### src/rtl/pwm_start_arbiter.sv
// pwm_start_arbiter: round-robin owner of one PWM generator, sequencing grant, start pulse, run/timeout and guard gap.
module pwm_start_arbiter #(
    parameter int N_REQ = 4,
    parameter int START_LEN = 8,
    parameter int GAP = 4,
    parameter int TIMEOUT = 255
) (
    input  logic             clk,
    input  logic             rst,
    input  logic [N_REQ-1:0] req,
    input  logic             pwm_done,
    output logic             pwm_start,
    output logic [N_REQ-1:0] grant,
    output logic [N_REQ-1:0] ack,
    output logic             timeout_err,
    output logic             busy
);
    localparam int PW = $clog2(N_REQ);
    localparam int CMAX = (START_LEN > GAP) ? START_LEN : GAP;
    localparam int CW = $clog2(CMAX + 1);
    typedef enum logic [1:0] {S_IDLE, S_START, S_RUN, S_GAP} state_t;
    state_t state, state_n;
    logic [CW-1:0] cnt, cnt_n;
    logic [7:0] tcnt, tcnt_n;
    logic [PW-1:0] ptr, ptr_n, win, j;
    logic found, start_n, terr_n;
    logic [N_REQ-1:0] grant_n, ack_n;
    assign busy = state != S_IDLE;
    // ptr holds the last winner; the search starts one past it and wraps at N_REQ
    always_comb begin
        win = '0;
        found = 1'b0;
        j = ptr;
        for (int i = 0; i < N_REQ; i++) begin
            j = (j == PW'(N_REQ - 1)) ? '0 : j + PW'(1);
            if (!found && req[j]) begin
                win = j;
                found = 1'b1;
            end
        end
    end
    always_ff @(posedge clk or posedge rst) begin
        if (rst) begin
            state <= S_IDLE;
            cnt <= '0;
            tcnt <= '0;
            ptr <= PW'(N_REQ - 1);
            pwm_start <= 1'b0;
            grant <= '0;
            ack <= '0;
            timeout_err <= 1'b0;
        end else begin
            state <= state_n;
            cnt <= cnt_n;
            tcnt <= tcnt_n;
            ptr <= ptr_n;
            pwm_start <= start_n;
            grant <= grant_n;
            ack <= ack_n;
            timeout_err <= terr_n;
        end
    end
    always_comb begin
        state_n = state;
        cnt_n = cnt;
        tcnt_n = tcnt;
        ptr_n = ptr;
        start_n = pwm_start;
        grant_n = grant;
        ack_n = '0;
        terr_n = 1'b0;
        case (state)
            S_IDLE: if (found) begin
                grant_n = N_REQ'(1) << win;
                start_n = 1'b1;
                cnt_n = CW'(START_LEN - 1);
                ptr_n = win;
                state_n = S_START;
            end
            S_START: if (cnt == '0) begin
                start_n = 1'b0;
                tcnt_n = '0;
                state_n = S_RUN;
            end else cnt_n = cnt - CW'(1);
            // done takes priority over the expiry edge
            S_RUN: if (pwm_done) begin
                ack_n = grant;
                grant_n = '0;
                cnt_n = CW'(GAP - 1);
                state_n = S_GAP;
            end else if (tcnt == 8'(TIMEOUT - 1)) begin
                terr_n = 1'b1;
                grant_n = '0;
                cnt_n = CW'(GAP - 1);
                state_n = S_GAP;
            end else tcnt_n = tcnt + 8'd1;
            default: if (cnt == '0) state_n = S_IDLE;
                     else cnt_n = cnt - CW'(1);
        endcase
    end
endmodule

### config.mk
export PLATFORM = sky130hd
export DESIGN_NAME = pwm_start_arbiter
export DESIGN_NICKNAME = d
export VERILOG_FILES = /design/src/rtl/pwm_start_arbiter.sv
export SDC_FILE = /design/constraint.sdc
export NUM_CORES = 1
export LEC_CHECK = 0
export CORE_MARGIN = 2
export CORE_UTILIZATION = 35
export DETAILED_ROUTE_END_ITERATION = 8
export PLACE_DENSITY = 0.55
export SYNTH_ARGS = -nofsm -noshare
export SYNTH_HDL_FRONTEND = slang
export SYNTH_SLANG_ARGS = --single-unit
export TNS_END_PERCENT = 1
### constraint.sdc
create_clock -name clk -period 2.3 [get_ports clk]
set_input_delay 0.345 -clock clk [delete_from_list [all_inputs] [get_ports clk]]
set_output_delay 0.345 -clock clk [all_outputs]
set_load 0.02 [all_outputs]
---- Word-level counts from Yosys, hierarchy flattened ----
Index checks and enable logic that the tools add are counted.
W data, S select, Z words.
cells by class
  shift operators ......................... 1
  eq/ne operators ......................... 13
  reduce and logical (&&, ||, !) cells .... 19
  $mul .................................... 0
  multiplexer cells ....................... 47
  add/subtract/negate cells ............... 6
  magnitude comparators ................... 4
  bitwise gates (word level) .............. 0
  div/mod/pow operators ................... 0
operator list
  cell                   number
  $mux W4                9
  $mux W2                13
  $mux W8                3
  $pmux W4 S2            2
  $pmux W8 S2            1
  $mux W1                13
  $lt A2 B3 Y1 const B   4
  $eq A2 B2 Y1 const B   5
  $reduce_and A3 Y1      3
  $add A2 B1 Y2 const B  4
  $add A8 B1 Y8 const B  1
  $bmux W1 S2            4
  $eq A8 B8 Y1 const B   1
  $ne A2 B2 Y1 const B   4
  $reduce_and A4 Y1      2
  $reduce_bool A2 Y1     4
  $pmux W2 S3            1
  $logic_not A4 Y1       1
  $shl A1 B2 Y4 const A  1
  $sub A4 B1 Y4 const B  1
  $logic_and A1 B1 Y1    3
  $logic_not A1 Y1       3
  $ne A3 B1 Y1 const B   1
  $ne A3 B3 Y1 const B   1
  other kinds (5)        5
word-level totals
  register bits after elaboration ......... 26
  bits in latches ......................... 0
  memories ................................ 0
  output and inout bits ................... 11
  input bits .............................. 7
  word-level logic and storage cells ...... 98
  memory bits (read-only) ................. 0
  bits in writable memories ............... 0

---- Longest topological paths before layout ----
  word-level depth ........................ 17
  gate-level depth with buffers ........... 7
  mapped depth without buffers ............ 7

---- Worst setup path after synthesis ----
Ideal clock, no wire load.
  path kind ............................... register to register
  start ................................... register ptr[0]
  end ..................................... register grant[2]
  period minus slack after synthesis ...... 1.952 ns
  setup time .............................. 0.121 ns
  arrival time ............................ 1.831 ns
  data required time ...................... 2.179 ns
  stages on the path, launching flop included .. 8
  path slack .............................. 0.348 ns
  buffers on the path ..................... 1
  cell sequence ........................... dfstp_2 -> ha_1 -> clkbuf_2 -> o21bai_1 -> a32o_1 -> a211oi_1 -> nor3_1 -> a22o_1
between the ends
  word-level cells in the longest chain between the ends .. 17
  elaborated cells on any way between the ends .. 39
  classes of those cells .................. add/sub: 4; eq/ne: 5; shift: 1; mux: 22; reduce/logical: 7
ends and longest elaborated chain
  item                                                    line  RTL
  start, declared                                         25    logic [PW-1:0] ptr, ptr_n, win, j;
  start signal, assigned                                  47    ptr <= PW'(N_REQ - 1);
  start signal, assigned                                  56    ptr <= ptr_n;
  $add A2 B1 Y2 or $eq A2 B2 Y1 (tied branches)           35    j = (j == PW'(N_REQ - 1)) ? '0 : j + PW'(1);
  $mux W2 *                                               35
  branches (longest 15 deep; another with $add A2 B1 Y2)  -
  end signal, assigned                                    58    grant <= grant_n;
  end, declared                                           13    output logic [N_REQ-1:0] grant,
Mark *: on every way between the ends. The select of a mux whose other input is x is not followed.
A chain may end at the register's enable or synchronous reset.

---- Final worst setup path ----
  start ................................... register state[0]
  end ..................................... output port busy
between the ends
  word-level cells in the longest chain between the ends .. 1
ends and longest elaborated chain
  item                    line  RTL
  start, declared         22    state_t state, state_n;
  start signal, assigned  53    state <= state_n;
  $reduce_bool A2 Y1      28    assign busy = state != S_IDLE;
  end, declared           16    output logic busy
No other way between the ends.

==> results.py <==
metrics = {
    "global_routing": {
        "antenna_found_initial": 0,
        "grt_max_degree": 27,
        "grtUsageMet2_pct": 22.4,
        "overflow": 0,
        "grt_pass1_wl_microns": 5780,
        "grt_use_total_pct": 14.1,
        "grt_pass1_vias": 1256,
        "use_met1_pct": 19.0,
        "use_met3_pct": 4.13,
        "top_usage_layer": "met2",
    },
    "die": {
        "initial_core_util_pct": 36.3,
        "die_w_microns": 70.9,
        "num_rows": 24,
        "fp.dieH_microns": 70.9,
        "io_pins": 18,
        "coreArea_sq_mm": 0.00432,
        "dieArea_sq_mm": 0.00503,
    },
    "critical_path": {
        "critical_path_required_ps": 1960,
        "r2r_start": "cnt[0]$_DFFE_PP0P_",
        "worstSetupStartpointType": "register",
        "arrival_ps": 1790,
        "critPathCapture": "busy",
        "cp-end-kind": "output port",
        "worstSetupPathType": "register to output port",
        "reg2reg_slack_ps": 190,
        "rr_worst_depth": 6,
        "path_max_fanout": 8,
        "r2r_end": "tcnt[1]$_DFFE_PP0P_",
        "startpoint": "state[0]$_DFFE_PP0P_",
    },
    "routing": {
        "wl_per_cell_microns": 14.0,
        "vias": 1343,
        "drt_iter0_drc": 109,
        "dr.pass1.iters": 4,
        "vias_per_cell": 5.55,
        "remaining_drc_errors": 0,
        "wl_microns": 3390,
        "ant_nets": 0,
    },
    "pwr": {
        "power.share.combinational_pct": 50.3,
        "power_frac_clock_pct": 16.9,
        "power_density_mw_per_mm2": 1180,
        "p_sw_share_pct": 40.3,
        "intPower_mw": 1.33,
        "pwr-share-seq_pct": 32.8,
        "ir_drop_uv": 612,
        "p_total_mw": 2.22,
        "p_leak_nw": 0.836,
        "p_switching_mw": 0.896,
    },
    "job": {
        "maxCapViolations": 0,
    },
    "sta": {
        "period_needed_ps": 2140,
        "skew_ps": 7.30,
        "holdWs_ps": 423,
        "setup_tns_ps": 0,
        "worst_pin_slew_ps": 415,
        "fin_ws_ps": 164,
        "finalSetupViolCount": 0,
        "grt_setup_unrepaired": "no",
        "hold_violations": 0,
        "timing.final.crit_share_pct": 92.9,
        "fmaxAchievable_mhz": 468,
        "slew-limit-headroom_pct": 72.3,
        "maxSlewViolCount": 0,
    },
    "clocking": {
        "clockRootBuffer": "clkbuf_8",
        "hold_buffers": 0,
        "clk_pin_slew_ps": 90,
        "clk-insertion-delay-late_ps": 270,
        "cts_tree": "built",
        "clk_path_buf_depth": 2,
        "cts_max_level": 1,
        "clock_sinks": 26,
        "cts_made_buffers": 3,
    },
    "yosys": {
        "synth_edf_count": 0,
        "synth.distinct_cells": 51,
        "ys_seq_area_share_pct": 41.7,
        "synthCells": 170,
        "synth_area_sq_mm": 0.00157,
        "yosysWarnings": 0,
        "ys_ff_latch": 26,
        "synth-async-reset-ratio_pct": 100,
        "synth_flop_cell": "dfrtp_1",
        "synth.avg_cell_area_sq_um": 9.22,
        "synth_nets": 184,
    },
    "min_path": {
        "hp-class": "input pin to asynchronous set/reset pin",
    },
    "place": {
        "dp_slack_ps": 109,
        "port_buffers": 17,
        "place_inst": 237,
        "place_congestion": 0.821,
        "place_hpwl_microns": 2520,
        "placed_area_sq_mm": 0.00181,
    },
    "layout": {
        "final_design_area_no_fill_sq_mm": 0.00189,
        "utilization_pct": 43.7,
        "nets": 205,
        "syn2layout_area_growth_pct": 20.4,
        "most-common-layout-cells": "dfrtp_1, nand2_1, clkdlybuf4s50_1, o21ai_0",
        "drive_gt1_share_pct": 10.0,
        "instances_no_fill": 242,
        "final_common_cell": "dfrtp_1",
        "num_antenna_cells": 0,
    },
    "status": {
        "outcome": "completed",
    },
}
state kept, by name, indices dropped and copies added (netlist names):
| name | flops |
|---|---|
| tcnt | 8 |
| ack | 4 |
| cnt | 4 |
| grant | 4 |
| ptr | 2 |
| state | 2 |
| pwm_start | 1 |
| timeout_err | 1 |
critical path: stages (launching register included):
cell,delay [ps]
dfrtp_1,420
inv_1,90
ha_1,310
inv_1,100
clkdlybuf4s50_1,600
kinds of logic after synthesis:
logic type,count (synthesis),share of synthesized area [%]
muxes,3,2.15
DFF,26,41.7
xor gates and xnor gates,2,1.12
AOI/OAI and AO/OA,53,23.0
and+or+nand+nor,63,22.3
adders and majority gates,7,5.59
buffers and inverters,16,4.23
cell usage after synthesis, drive strengths merged, types with 2 or more instances:
master   count  share of area (%)
clkbuf       3               0.80
ha           7                5.6
a211oi       4                1.9
nand2b       5                2.0
o21a         2               0.96
mux2         3                2.2
nand3b       2               0.96
and4         3                1.7
nand4        3                1.2
nor3         4                1.3
and3b        2                1.1
nand2       17                4.1
a32o         2                1.3
nand3        3               0.96
buf          4                1.3
o2bb2ai      2                1.1
nor3b        2               0.96
dfstp        2                3.4
inv          9                2.2
a21o         2               0.96
nor2b        3                1.2
a31oi        4                1.6
o21ai       13                4.1
a21oi       10                3.4
and3         4                1.6
dfrtp       24                 38
o22ai        2               0.80
o211ai       2                1.3
nor2         9                2.2
power groups by stage:
stage | Combinational (mW) | Sequential (mW) | Clock (mW)
2_1_floorplan | 0.779 | 0.740 | 0
3_3_place_gp | 1.05 | 0.745 | 0
3_5_place_dp | 1.09 | 0.753 | 0
4_1_cts | 1.10 | 0.744 | 0.391
5_1_grt | 1.25 | 0.757 | 0.412
6_report | 1.12 | 0.730 | 0.376
worst min path at each step:
stage | from | endpoint | slack, ps | cells after the start
after floorplan | rst | ack[0]$_DFF_PP0_ | 380 | 1
after global placement | pwm_start$_DFFE_PP0P_ | pwm_start$_DFFE_PP0P_ | 500 | 2
after detailed placement | ptr[1]$_DFFE_PP1P_ | ptr[1]$_DFFE_PP1P_ | 480 | 2
after CTS | rst | tcnt[6]$_DFFE_PP0P_ | 450 | 3
after global routing | rst | tcnt[5]$_DFFE_PP0P_ | 480 | 3
final | rst | tcnt[6]$_DFFE_PP0P_ | 420 | 3
routing by layer:
metal / share of wire [%] / vias up
li1: - / 667
met1: 48 / 645
met2: 46 / 27
met3: 5.2 / 4
met4: 0.65 / 0
met5: 0 / -
final cells by class:
| cell class | instances | area (sq um) |
|---|---|---|
| clock inverters | 1 | 30.0 |
| inverters | 9 | 33.8 |
| clock buffers | 3 | 41.3 |
| multi-input cells | 128 | 850 |
| flip-flops and latches | 26 | 653 |
| well taps | 52 | 65.1 |
| fillers | 441 | 2440 |
| repair buffers | 23 | 215 |
what timing repair did:
item,4_1_cts,5_1_grt
gates resized for setup,0,1
hold endpoints to repair,0,0
endpoints found under the setup margin,0,2
buffers inserted,0,1
Power figures use the tool's default switching activity.
